--- src/rtl/control_mascara_pkg.sv ---
// Shared definitions for the mask-coefficient loader: sequencer state encoding
// and the decoded register-bank addresses (only bits [1:0] of the bus select).
// No ports; imported by the loader top.
package control_mascara_pkg;

  typedef enum logic [1:0] {
    REPOSO = 2'd0,
    LEER   = 2'd1,
    DRENAR = 2'd2,
    FIN    = 2'd3
  } estado_t;

  localparam logic [1:0] DIR_TAMANO  = 2'd0;
  localparam logic [1:0] DIR_BASE    = 2'd1;
  localparam logic [1:0] DIR_CONTROL = 2'd2;
  localparam logic [1:0] DIR_ERROR   = 2'd3;

endpackage

--- src/rtl/FlipFlopD_Habilitado.sv ---
// Purpose: BITS-wide D register with load enable and synchronous active-high clear.
// Latency: 1 cycle from d_i/habilitacion_i to q_o. Backpressure: none.
// Ports: clk_i, reset_i, habilitacion_i (load enable), d_i (data in), q_o (stored value).
module FlipFlopD_Habilitado #(
  parameter int BITS = 8
) (
  input  logic            clk_i,
  input  logic            reset_i,
  input  logic            habilitacion_i,
  input  logic [BITS-1:0] d_i,
  output logic [BITS-1:0] q_o
);

  always_ff @(posedge clk_i) begin
    if (reset_i) begin
      q_o <= '0;
    end else if (habilitacion_i) begin
      q_o <= d_i;
    end
  end

endmodule

--- src/rtl/control_mascara_carga.sv ---
// Purpose: register bank + sequencer that streams t*t mask coefficients from memory.
// Latency: load starts 2 cycles after the triggering write; coefficient 1 cycle after its read.
// Backpressure: none; bank writes to 0..2 while busy are dropped and flag error_escritura.
// Ports: direccion/datos/habilitacion_registros = register write bus; mem_* = coefficient
//   memory (1-cycle read latency); coef_* = coefficient stream; tamano_mascara,
//   direccion_mem_inicio_mascara = register contents; ocupado, mascara_lista, error_escritura = status.
module control_mascara_carga
  import control_mascara_pkg::*;
#(
  parameter int BITS_BUS_DATOS     = 21,
  parameter int BITS_BUS_DIRECCION = 11,
  parameter int BITS_DIRECCION_MEM = 10,
  parameter int BITS_MASCARA       = 3,
  parameter int BITS_COEFICIENTE   = 8
) (
  input  logic                          clk,
  input  logic                          reset,
  input  logic [BITS_BUS_DIRECCION-1:0] direccion_registros,
  input  logic [BITS_BUS_DATOS-1:0]     datos_registros,
  input  logic                          habilitacion_registros,
  output logic [BITS_DIRECCION_MEM-1:0] mem_direccion,
  output logic                          mem_lectura,
  input  logic [BITS_COEFICIENTE-1:0]   mem_datos,
  output logic [BITS_COEFICIENTE-1:0]   coef_datos,
  output logic [2*BITS_MASCARA-1:0]     coef_indice,
  output logic                          coef_valido,
  output logic [BITS_MASCARA-1:0]       tamano_mascara,
  output logic [BITS_DIRECCION_MEM-1:0] direccion_mem_inicio_mascara,
  output logic                          ocupado,
  output logic                          mascara_lista,
  output logic                          error_escritura
);

  localparam int BI = 2 * BITS_MASCARA;

  estado_t                         estado_q, estado_d;
  logic [BI-1:0]                   contador_q, contador_d;
  logic [BI-1:0]                   total, ultimo;
  logic [BITS_MASCARA-1:0]         tamano_q;
  logic [BITS_DIRECCION_MEM-1:0]   base_q, base_prev_q;
  logic                            recarga_q, error_q, error_d, valido_q;
  logic [BI-1:0]                   indice_q;
  logic [BITS_COEFICIENTE-1:0]     datos_q;
  logic [1:0]                      sel;
  logic                            acepta, hab_tamano, hab_base, pide_recarga, inicio;
  logic                            unused_bits;

  assign unused_bits = ^{direccion_registros[BITS_BUS_DIRECCION-1:2],
                         datos_registros[BITS_BUS_DATOS-1:BITS_DIRECCION_MEM]};

  // ---------------- register bank ----------------
  assign sel          = direccion_registros[1:0];
  assign acepta       = habilitacion_registros && !ocupado;
  assign hab_tamano   = acepta && (sel == DIR_TAMANO);
  assign hab_base     = acepta && (sel == DIR_BASE);
  assign pide_recarga = acepta && (sel == DIR_CONTROL) && datos_registros[0];

  FlipFlopD_Habilitado #(.BITS(BITS_MASCARA)) u_tamano (
    .clk_i(clk), .reset_i(reset), .habilitacion_i(hab_tamano),
    .d_i(datos_registros[BITS_MASCARA-1:0]), .q_o(tamano_q)
  );

  FlipFlopD_Habilitado #(.BITS(BITS_DIRECCION_MEM)) u_base (
    .clk_i(clk), .reset_i(reset), .habilitacion_i(hab_base),
    .d_i(datos_registros[BITS_DIRECCION_MEM-1:0]), .q_o(base_q)
  );

  // Delayed copy of the base: a real change of value shows up as a one-cycle
  // mismatch, while rewriting the same value never does.
  FlipFlopD_Habilitado #(.BITS(BITS_DIRECCION_MEM)) u_base_prev (
    .clk_i(clk), .reset_i(reset), .habilitacion_i(1'b1),
    .d_i(base_q), .q_o(base_prev_q)
  );

  // Address 3 always clears, even while busy; dropped writes set the flag.
  always_comb begin
    error_d = error_q;
    if (habilitacion_registros) begin
      if (sel == DIR_ERROR)  error_d = 1'b0;
      else if (ocupado)      error_d = 1'b1;
    end
  end

  // ---------------- sequencer ----------------
  assign total  = BI'(tamano_q) * BI'(tamano_q);
  assign ultimo = total - BI'(1);
  assign inicio = (base_q != base_prev_q) || recarga_q;

  always_ff @(posedge clk) begin
    if (reset) begin
      estado_q   <= REPOSO;
      contador_q <= '0;
    end else begin
      estado_q   <= estado_d;
      contador_q <= contador_d;
    end
  end

  always_comb begin
    estado_d   = estado_q;
    contador_d = contador_q;
    case (estado_q)
      REPOSO: begin
        if (inicio) begin
          contador_d = '0;
          estado_d   = (tamano_q == '0) ? FIN : LEER;
        end
      end
      LEER: begin
        contador_d = contador_q + BI'(1);
        if (contador_q == ultimo) estado_d = DRENAR;
      end
      DRENAR:  estado_d = FIN;
      FIN:     estado_d = REPOSO;
      default: estado_d = REPOSO;
    endcase
  end

  always_comb begin
    mem_lectura   = (estado_q == LEER);
    ocupado       = (estado_q != REPOSO);
    mascara_lista = (estado_q == FIN);
    mem_direccion = '0;
    // Narrowing the sum to the memory width gives the modulo wrap for free.
    if (estado_q == LEER) mem_direccion = base_q + BITS_DIRECCION_MEM'(contador_q);
  end

  // Read data comes back one cycle after the read; the index is held alongside.
  always_ff @(posedge clk) begin
    if (reset) begin
      recarga_q <= 1'b0;
      error_q   <= 1'b0;
      valido_q  <= 1'b0;
      indice_q  <= '0;
      datos_q   <= '0;
    end else begin
      recarga_q <= pide_recarga;
      error_q   <= error_d;
      valido_q  <= mem_lectura;
      if (mem_lectura) indice_q <= contador_q;
      if (valido_q)    datos_q  <= mem_datos;
    end
  end

  assign coef_valido                  = valido_q;
  assign coef_datos                   = valido_q ? mem_datos : datos_q;
  assign coef_indice                  = indice_q;
  assign tamano_mascara               = tamano_q;
  assign direccion_mem_inicio_mascara = base_q;
  assign error_escritura              = error_q;

endmodule

--- config.mk ---
export PLATFORM = sky130hd
export DESIGN_NAME = control_mascara_carga
export DESIGN_NICKNAME = d
export VERILOG_FILES = /design/src/rtl/control_mascara_pkg.sv /design/src/rtl/FlipFlopD_Habilitado.sv /design/src/rtl/control_mascara_carga.sv
export SDC_FILE = /design/constraint.sdc
export NUM_CORES = 1
export LEC_CHECK = 0
export ABC_AREA = 1
export CORE_MARGIN = 3
export CORE_UTILIZATION = 24
export CTS_CLUSTER_SIZE = 20
export DETAILED_ROUTE_END_ITERATION = 16
export GPL_TIMING_DRIVEN = 1
export PLACE_DENSITY = 0.47
export SLEW_MARGIN = 20
export SYNTH_ARGS = -nofsm -noshare
export SYNTH_HDL_FRONTEND = slang
export SYNTH_SLANG_ARGS = --single-unit
--- constraint.sdc ---
create_clock -name clk -period 2 [get_ports clk]
set_input_delay 0.2 -clock clk [delete_from_list [all_inputs] [get_ports clk]]
set_output_delay 0.2 -clock clk [all_outputs]
set_load 0.005 [all_outputs]
[Word level (Yosys, flattened, before mapping)]
Cells that the tools add are included.
Cells by class
  muxes and demuxes: 10
  reduce and logical (&&, ||, !) cells: 16
  multiply operators: 1
  equal/unequal tests: 10
  add/sub/neg operators: 3
Operators with widths (count)
  $pmux 6 s2: 1
  $add 10x6->10: 1
  $mux 10: 1
  $ne 10x10->1: 1
  $eq 2x2->1 const B: 4
  $mux 8: 1
  $pmux 2 s4: 1
  $add 6x1->6 const B: 1
  $eq 6x6->1: 1
  $mul 3x3->6: 1
  $mux 2: 3
  $mux 6: 1
  $reduce_and 2->1: 3
  $reduce_bool 2->1: 3
  $sub 6x1->6 const B: 1
  $logic_and 1x1->1: 5
  $eq 2x1->1 const B: 2
  $logic_not 2->1: 2
  $logic_not 3->1: 1
  $mux 1: 2
  $ne 2x1->1 const B: 1
  $ne 2x2->1 const B: 1
  $logic_not 1->1: 1
  $logic_or 1x1->1: 1
Storage, ports and cells
  bits in registers: 48

[Logic depth before layout (Yosys ltp)]
Gate-level depths: netlist (run 1).
  depth in word-level cells: 5
  gate-level depth with buffers: 16
  mapped depth without buffers: 16

[By module]
From an unflattened synthesis (run 1), not the netlist that was laid out.
Unflattened totals
  cell total of the unflattened synthesis: 436
  area, all modules: 2829.0 um^2
Modules (own cells, without submodules)
  control_mascara_carga: seq. area each 500.5 um^2, instances 1, cells an instance 291, area an instance 1870.5 um^2
  FlipFlopD_Habilitado at u_base ...: seq. area each 200.2 um^2, instances 2, cells an instance 63, area an instance 419.2 um^2
  FlipFlopD_Habilitado at u_tamano: seq. area each 60.1 um^2, instances 1, cells an instance 19, area an instance 120.1 um^2

[Worst setup path before layout (run 1)]
Ideal clock, no wire load.
  path type: reg-to-output
  start: register contador_q[0]
  end: output port mem_direccion[6]
  arrival time: 1.711 ns
  setup slack: 0.089 ns
  path buffers: 0
  stages on the path, launching flop included: 11
  cells stage by stage: dfxtp_1 -> ha_1 -> inv_1 -> fa_1 -> nand3b_1 -> nand2_1 -> nand2_1 -> nand2_1 -> a21oi_1 -> o21ai_0 -> a21oi_1
On the way
  cells in the longest elaborated chain, start to end: 2
RTL lines
  start: declaration: RTL line control_mascara_carga.sv:37  | logic [BI-1:0] contador_q, contador_d;
  start signal: assignment: RTL line control_mascara_carga.sv:95  | contador_q <= contador_d;
  $add 10x6->10: RTL line control_mascara_carga.sv:125  | if (estado_q == LEER) mem_direccion = base_q + BITS_DIRECCION_MEM'(contador_q);
  $mux 10: RTL line control_mascara_carga.sv:125
  end: declaration: RTL line control_mascara_carga.sv:21  | output logic [BITS_DIRECCION_MEM-1:0] mem_direccion,
Every way passes these cells.

[Final worst setup path (run 1)]
  start: register u_base.q_o[0]
  end: output port mem_direccion[4]
On the way
  cells in the longest elaborated chain, start to end: 2
RTL lines
  start: declaration: RTL line FlipFlopD_Habilitado.sv:11  | output logic [BITS-1:0] q_o
  start signal: assignment: RTL line FlipFlopD_Habilitado.sv:18  | q_o <= d_i;
  $add 10x6->10: RTL line control_mascara_carga.sv:125
  $mux 10: RTL line control_mascara_carga.sv:125
Every way passes these cells.

==> impl_metrics.env, run 1 <==
export IMPL_hold_start="datos_q[2]$_SDFF_PP0_"
export IMPL_diodes=0
export IMPL_crit_family="adder cells"
export IMPL_pwr_density_cell_nw_per_um2=836
export IMPL_place_ws_ns=-0.330
export IMPL_numCtsBuffers=5
export IMPL_grt_overflow_total=0
export IMPL_cts_tree="done"
export IMPL_fp_coreArea_um2=10000
export IMPL_crit_type="reg -> out"
export IMPL_p_seq_share_pct=37.0
export IMPL_ctsHoldBuffers=0
export IMPL_grt_pass1_wl_um=12000
export IMPL_numPortBuffers=64
export IMPL_fin_crit_sh_pct=106
export IMPL_clock_latency_ns=0.30
export IMPL_slowest_stage="dfxtp_2"
export IMPL_swShare_pct=35.4
export IMPL_vias=2546
export IMPL_end_kind="primary output"
export IMPL_syn_area_um2=2520
export IMPL_die_w_um=108
export IMPL_clockBufferDepth=2
export IMPL_setup_slack_ns=-0.121
export IMPL_hold_violations=0
export IMPL_fmax_mhz=472
export IMPL_avgRoutedWirePerCell_um=12.2
export IMPL_synth_cells=359
export IMPL_drt_total_wl_um=7280
export IMPL_slowest_delay_ns=0.36
export IMPL_fp_dieH_um=108
export IMPL_path_buf_inv=4
export IMPL_layoutNonFillerInstCount=596
export IMPL_critPathMaxFanout=3
export IMPL_synth_nets=417
export IMPL_cp_startpoint="u_base.q_o[0]$_SDFFE_PP0P_"
export IMPL_r2r_start="estado_q[0]$_SDFFE_PP0P_"
export IMPL_worst_slew_pin_slew_ns=0.396
export IMPL_rsz0062_at_grt="true"
export IMPL_ys_ff_latch=48
export IMPL_clockRootBuffer="clkbuf_8"
export IMPL_drtAntennaViolNets=0
export IMPL_fin_util_pct=38.6
export IMPL_p_clk_share_pct=18.8
export IMPL_place_inst=584
export IMPL_mostFrequentLayoutCell="nand2_1"
export IMPL_pwr_share_comb_pct=44.2
export IMPL_layout_common_cells="nand2_1 (75), clkdlybuf4s50_1 (55), buf_4 (40)"
export IMPL_maxCapViolations=0
export IMPL_dr_pass1_iters=4
export IMPL_internal_power_mw=2.09
export IMPL_row_count=36
export IMPL_die_area_um2=11800
export IMPL_grt_pass1_vias=2433
export IMPL_finalNetCount=520
export IMPL_dp_hpwl_um=5510
export IMPL_setup_violations=3
export IMPL_drtIter0Drc=117
export IMPL_holdWs_ns=0.470
export IMPL_cts_clk_slew_worst_paths_ns=0.09
export IMPL_worstPathRequired_ns=1.80
export IMPL_cts_sinks=48
export IMPL_drc_errors=0
export IMPL_cp_cell_sequence="ha_4 -> inv_2 -> fa_2 -> nand3b_1 -> nand2_2 -> buf_4 -> buf_6 -> o21ai_1 -> a21oi_1 -> buf_2"
export IMPL_p_leak_nw=1.62
export IMPL_critical_path_arrival_ns=1.92
export IMPL_layout_drive_gt1_share_pct=23.8
export IMPL_violations="setup timing"
export IMPL_grt_max_degree=24
export IMPL_grt_antenna_before_repair=0
export IMPL_startpoint_type="flop"
export IMPL_grtUsageTotal_pct=12.9
export IMPL_viasPerCell=4.27
export IMPL_hold_path_class="reg -> reg"
export IMPL_slew_violations=0
export IMPL_seq_area_frac_synth_pct=38.2
export IMPL_status="finished, violations left"
export IMPL_syn2layout_area_growth_pct=53.4
export IMPL_max_slew_margin_pct=73.4
export IMPL_ir_drop_mv=0.350
export IMPL_io_pins=85
export IMPL_ys_types=25
export IMPL_start_util_pct=25.2
export IMPL_globalplace_congestion=0.743
export IMPL_synth_warnings=0
export IMPL_htree_levels=2
export IMPL_avgSynthCellArea_um2=7.02
export IMPL_power_switching_mw=1.14
export IMPL_clock_skew_final_ns=0.00861
export IMPL_fin_crit_ns=2.12
==> Yosys cell counts <==
cell type,n,area (µm²)
a21oi_1,41,205
a311oi_1,1,8.76
a31oi_1,2,12.5
buf_2,1,5.00
buf_6,2,22.5
clkbuf_1,7,26.3
clkbuf_2,2,10.0
dfxtp_1,48,961
fa_1,1,20.0
ha_1,14,175
inv_1,39,146
inv_2,2,7.51
nand2_1,83,312
nand3_1,22,110
nand3_2,1,10.0
nand3b_1,1,7.51
nand4_1,3,18.8
nor2_1,42,158
nor3_1,4,20.0
nor3_2,1,10.0
o211ai_1,2,15.0
o21ai_0,24,120
or2_1,1,6.26
xnor2_1,5,43.8
xor2_1,10,87.6
==> state kept, by name, summed over array words and instances (netlist names) <==
signal	flops
coef_indice	6
coef_valido	1
contador_q	6
datos_q	8
error_escritura	1
estado_q	2
recarga_q	1
u_base.q_o	10
u_base_prev.q_o	10
u_tamano.q_o	3
==> layer usage <==
| layer | up-vias | track usage [%] | share of wire [%] | wire, µm |
|---|---|---|---|---|
| met4 | 0 | 2.98 | 0.82 | 60 |
| met5 | - | 0 | 0 | 0 |
| met3 | 5 | 2.81 | 5.5 | 402 |
| met1 | 1121 | 18.4 | 50 | 3620 |
| li1 | 1357 | - | - | - |
| met2 | 63 | 19.9 | 44 | 3200 |
==> through the flow <==
| stage | setup TNS, ns | power [mW] | instance area, µm² |
|---|---|---|---|
| floorplan | 0 | 1.87 | 2520 |
| global placement | -1.09 | 2.54 | 3560 |
| detailed placement | -1.31 | 2.55 | 3560 |
| CTS | -0.541 | 3.21 | 3760 |
| global route | -0.900 | 3.50 | 3860 |
| finish | -0.331 | 3.23 | 3860 |
==> kinds of logic after synthesis <==
| group | after synthesis | share of synthesized area [%] |
|---|---|---|
| AOI/OAI and AO/OA | 70 | 14.4 |
| xor gates and xnor gates | 15 | 5.22 |
| adders and majority gates | 15 | 7.75 |
| buffers and inverters | 53 | 8.64 |
| DFF | 48 | 38.2 |
| and+or+nand+nor | 158 | 25.9 |
==> power by group through the flow <==
| stage | clock network (mW) | registers, mW | logic (mW) |
|---|---|---|---|
| after floorplan | 0 | 1.20 | 0.668 |
| after global placement | 0 | 1.19 | 1.35 |
| after detailed placement | 0 | 1.19 | 1.36 |
| after CTS | 0.635 | 1.19 | 1.39 |
| after global routing | 0.685 | 1.22 | 1.60 |
| final | 0.607 | 1.19 | 1.43 |
==> final cells by class <==
cell class | instances | area, µm²
fill | 1102 | 6140
multi-input combinational | 258 | 1520
sequential | 48 | 985
timing repair buffer | 108 | 945
tap | 133 | 166
inverter | 41 | 154
clock buffer | 7 | 86.3
clock inverter | 1 | 7.51
==> worst reg2reg max path, stage by stage, from the launching register on <==
cell	delay, ns
dfxtp_4	0.37
inv_1	0.11
ha_2	0.23
inv_2	0.04
nor2_1	0.12
o21ai_0	0.12
nor3_2	0.19
nand3_2	0.15
buf_4	0.19
a21oi_1	0.14
nor2_1	0.05
==> repair_timing <==
| action | in CTS | in global routing |
|---|---|---|
| pin swaps | 14 | 21 |
| setup endpoints to repair | 11 | 29 |
| setup buffers | 4 | 2 |
| resized for setup | 61 | 34 |
==> path summary, 6_finish.rpt <==
path	end	slack (ns)	cells after the start
worst max register to register	estado_q[0]$_SDFFE_PP0P_	0.18	10
worst min-delay path	datos_q[2]$_SDFF_PP0_	0.47	2
worst min register to register	datos_q[2]$_SDFF_PP0_	0.47	2
worst max-delay path	mem_direccion[4]	-0.12	10
No activity file was read; power rests on OpenSTA's default activity.
==> inputs of run 2 (changes only) <==
--- a/config.mk
+++ b/config.mk
@@ -6,7 +6,7 @@
 export NUM_CORES = 1
 export LEC_CHECK = 0
 export ABC_AREA = 1
-export CORE_MARGIN = 3
+export CORE_MARGIN = 5
 export CORE_UTILIZATION = 24
 export CTS_CLUSTER_SIZE = 20
 export DETAILED_ROUTE_END_ITERATION = 16
==> run 2 against run 1 <==
  * The flow still finishes with violations (setup timing)
  * Highest routed layer unchanged
  * Sequential power hardly changed
  * Hold slack better by 0.0029 ns
  * Total power is 0.33% lower
  * Design area is 1.2% higher
  * Utilization is 0.61 points lower
  * First-iteration DRC count is 35% lower
==> impl_metrics.env, run 2 (synthesized netlist as in run 1, its figures left out) <==
export IMPL_reg_largest_list="u_base.q_o: 10 flops, u_base_prev.q_o: 10 flops, datos_q: 8 flops"
export IMPL_hold_path_class="reg -> reg"
export IMPL_clockRootBuffer="clkbuf_8"
export IMPL_cts_sinks=48
export IMPL_critical_path_arrival_ns=1.91
export IMPL_setup_slack_ns=-0.106
export IMPL_cts_clk_slew_worst_paths_ns=0.09
export IMPL_drt_total_wl_um=7400
export IMPL_slowest_delay_ns=0.36
export IMPL_crit_family="adder cells"
export IMPL_end_kind="primary output"
export IMPL_die_area_um2=12600
export IMPL_whs_endpoint="datos_q[2]$_SDFF_PP0_"
export IMPL_fin_util_pct=38.0
export IMPL_globalplace_congestion=0.840
export IMPL_grt_max_degree=24
export IMPL_hold_violations=0
export IMPL_dr_pass1_iters=4
export IMPL_layout_common_cells="nand2_1 (75), clkdlybuf4s50_1 (55), buf_4 (47)"
export IMPL_maxCapViolations=0
export IMPL_reg2reg_depth=16
export IMPL_cp_cell_sequence="ha_4 -> inv_2 -> fa_2 -> nand3b_1 -> nand2_2 -> nand2_1 -> nand2_1 -> a21oi_2 -> o21ai_1 -> a21oi_1 -> buf_2"
export IMPL_path_buf_inv=2
export IMPL_die_w_um=112
export IMPL_grt_antenna_before_repair=0
export IMPL_fp_coreArea_um2=10300
export IMPL_diodes=0
export IMPL_viasPerCell=4.32
export IMPL_numPortBuffers=64
export IMPL_worstPathRequired_ns=1.80
export IMPL_setup_violations=3
export IMPL_p_leak_nw=1.65
export IMPL_status="finished, violations left"
export IMPL_startpoint_type="flop"
export IMPL_holdPathStages=2
export IMPL_avgRoutedWirePerCell_um=12.3
export IMPL_numCtsBuffers=5
export IMPL_multiInputGateArea_um2=1540
export IMPL_layout_drive_gt1_share_pct=24.2
export IMPL_ir_drop_mv=0.378
export IMPL_fmax_mhz=475
export IMPL_max_slew_margin_pct=74.1
export IMPL_finalNetCount=525
export IMPL_htree_levels=2
export IMPL_syn2layout_area_growth_pct=55.1
export IMPL_cp_common_cell="nand2_1"
export IMPL_slew_violations=0
export IMPL_hold_start="datos_q[2]$_SDFF_PP0_"
export IMPL_grtUsageTotal_pct=11.9
export IMPL_violations="setup timing"
export IMPL_fp_dieH_um=112
export IMPL_grt_pass1_wl_um=12400
export IMPL_slowest_stage="dfxtp_2"
export IMPL_vias=2603
export IMPL_drtIter0Drc=76
export IMPL_rsz0062_at_grt="true"
export IMPL_grt_pass1_vias=2576
export IMPL_holdWs_ns=0.473
export IMPL_mostFrequentLayoutCell="nand2_1"
export IMPL_regToRegSetupSlack_ns=0.19
export IMPL_io_pins=85
export IMPL_drtAntennaViolNets=0
export IMPL_dp_hpwl_um=5680
export IMPL_row_count=37
export IMPL_clock_skew_final_ns=0.0109
export IMPL_critPathMaxFanout=3
export IMPL_pwr_density_cell_nw_per_um2=824
export IMPL_start_util_pct=24.5
export IMPL_fin_tns_setup_ns=-0.259
export IMPL_clockBufferDepth=2
export IMPL_drc_errors=0
export IMPL_worst_slew_pin_slew_ns=0.385
export IMPL_fin_crit_sh_pct=105
export IMPL_regToRegEndpoint="estado_q[1]$_SDFFE_PP0P_"
export IMPL_cts_tree="done"
export IMPL_r2r_start="u_tamano.q_o[1]$_SDFFE_PP0P_"
export IMPL_fin_crit_ns=2.11
export IMPL_crit_type="reg -> out"
export IMPL_register_area_um2=982
export IMPL_fillers=1135
export IMPL_clock_latency_ns=0.30
export IMPL_grt_overflow_total=0
## run 2: power by group
group / switching [mW] / internal (mW) / total, mW / leakage (nW)
clock: 0.329 / 0.277 / 0.606 / 0.0473
sequential: 0.0860 / 1.10 / 1.18 / 0.397
combinational: 0.722 / 0.707 / 1.43 / 1.20
total: 1.14 / 2.08 / 3.22 / 1.65
## run 2: stage by stage
stage | instance area [µm²] | worst slack (ns) | std cells | total power [mW]
floorplan | 2520 | 0.0890 | 359 | 1.87
CTS | 3800 | -0.176 | 599 | 3.23
detailed placement | 3580 | -0.333 | 589 | 2.56
global route | 3910 | -0.253 | 603 | 3.50
global placement | 3580 | -0.268 | 589 | 2.55
finish | 3910 | -0.106 | 603 | 3.22
## run 2: cell type report
| type | count | share of cell area (%) |
|---|---|---|
| repair buffers | 113 | 24.9 |
| clock buffers | 6 | 2.11 |
| clock inverters | 1 | 0.224 |
| inverters | 41 | 3.94 |
| multi-input cells | 258 | 39.3 |
| well taps | 136 | 4.35 |
| flip-flops and latches | 48 | 25.1 |
## run 2: per-layer routing
layer	track usage, %	vias up	wire length (µm)
li1	-	1374	-
met1	16.3	1165	3650
met2	18.4	60	3280
met3	3.02	4	397
met4	3.61	0	70
met5	0	-	0
## run 2: worst max path at each step
stage / start / to / slack (ns) / depth (start not counted)
floorplan: contador_q[0]$_SDFFE_PP0P_ / mem_direccion[6] / 0.09 / 10
finish: contador_q[0]$_SDFFE_PP0P_ / mem_direccion[6] / -0.11 / 11
CTS: u_base.q_o[0]$_SDFFE_PP0P_ / mem_direccion[6] / -0.18 / 11
global placement: u_base.q_o[0]$_SDFFE_PP0P_ / mem_direccion[6] / -0.27 / 10
global route: contador_q[0]$_SDFFE_PP0P_ / mem_direccion[8] / -0.25 / 11
detailed placement: u_base.q_o[0]$_SDFFE_PP0P_ / mem_direccion[6] / -0.33 / 10
## run 2: worst reg2reg max path: stages (launching register included)
cell and delay, ns:
dfxtp_2 0.35, inv_1 0.08, nand2_1 0.09, inv_1 0.05, ha_1 0.33, nand2_2 0.10, nand2_1 0.06, nand2_1 0.09
nand2_1 0.06, nand2_1 0.06, nand2_1 0.05, nor2_1 0.08, nand2_1 0.06, nand2_2 0.09, nand3_1 0.07, nand2_1 0.06
nor2_1 0.04
## run 2: repair_timing
| action | in CTS | in global routing |
|---|---|---|
| setup buffers | 3 | 4 |
| hold endpoints to repair | 0 | 0 |
| pin swaps | 17 | 14 |
| resized for setup | 58 | 32 |
| gates cloned | 0 | 0 |
| endpoints found under the setup margin | 9 | 16 |
| hold buffers | 0 | 0 |
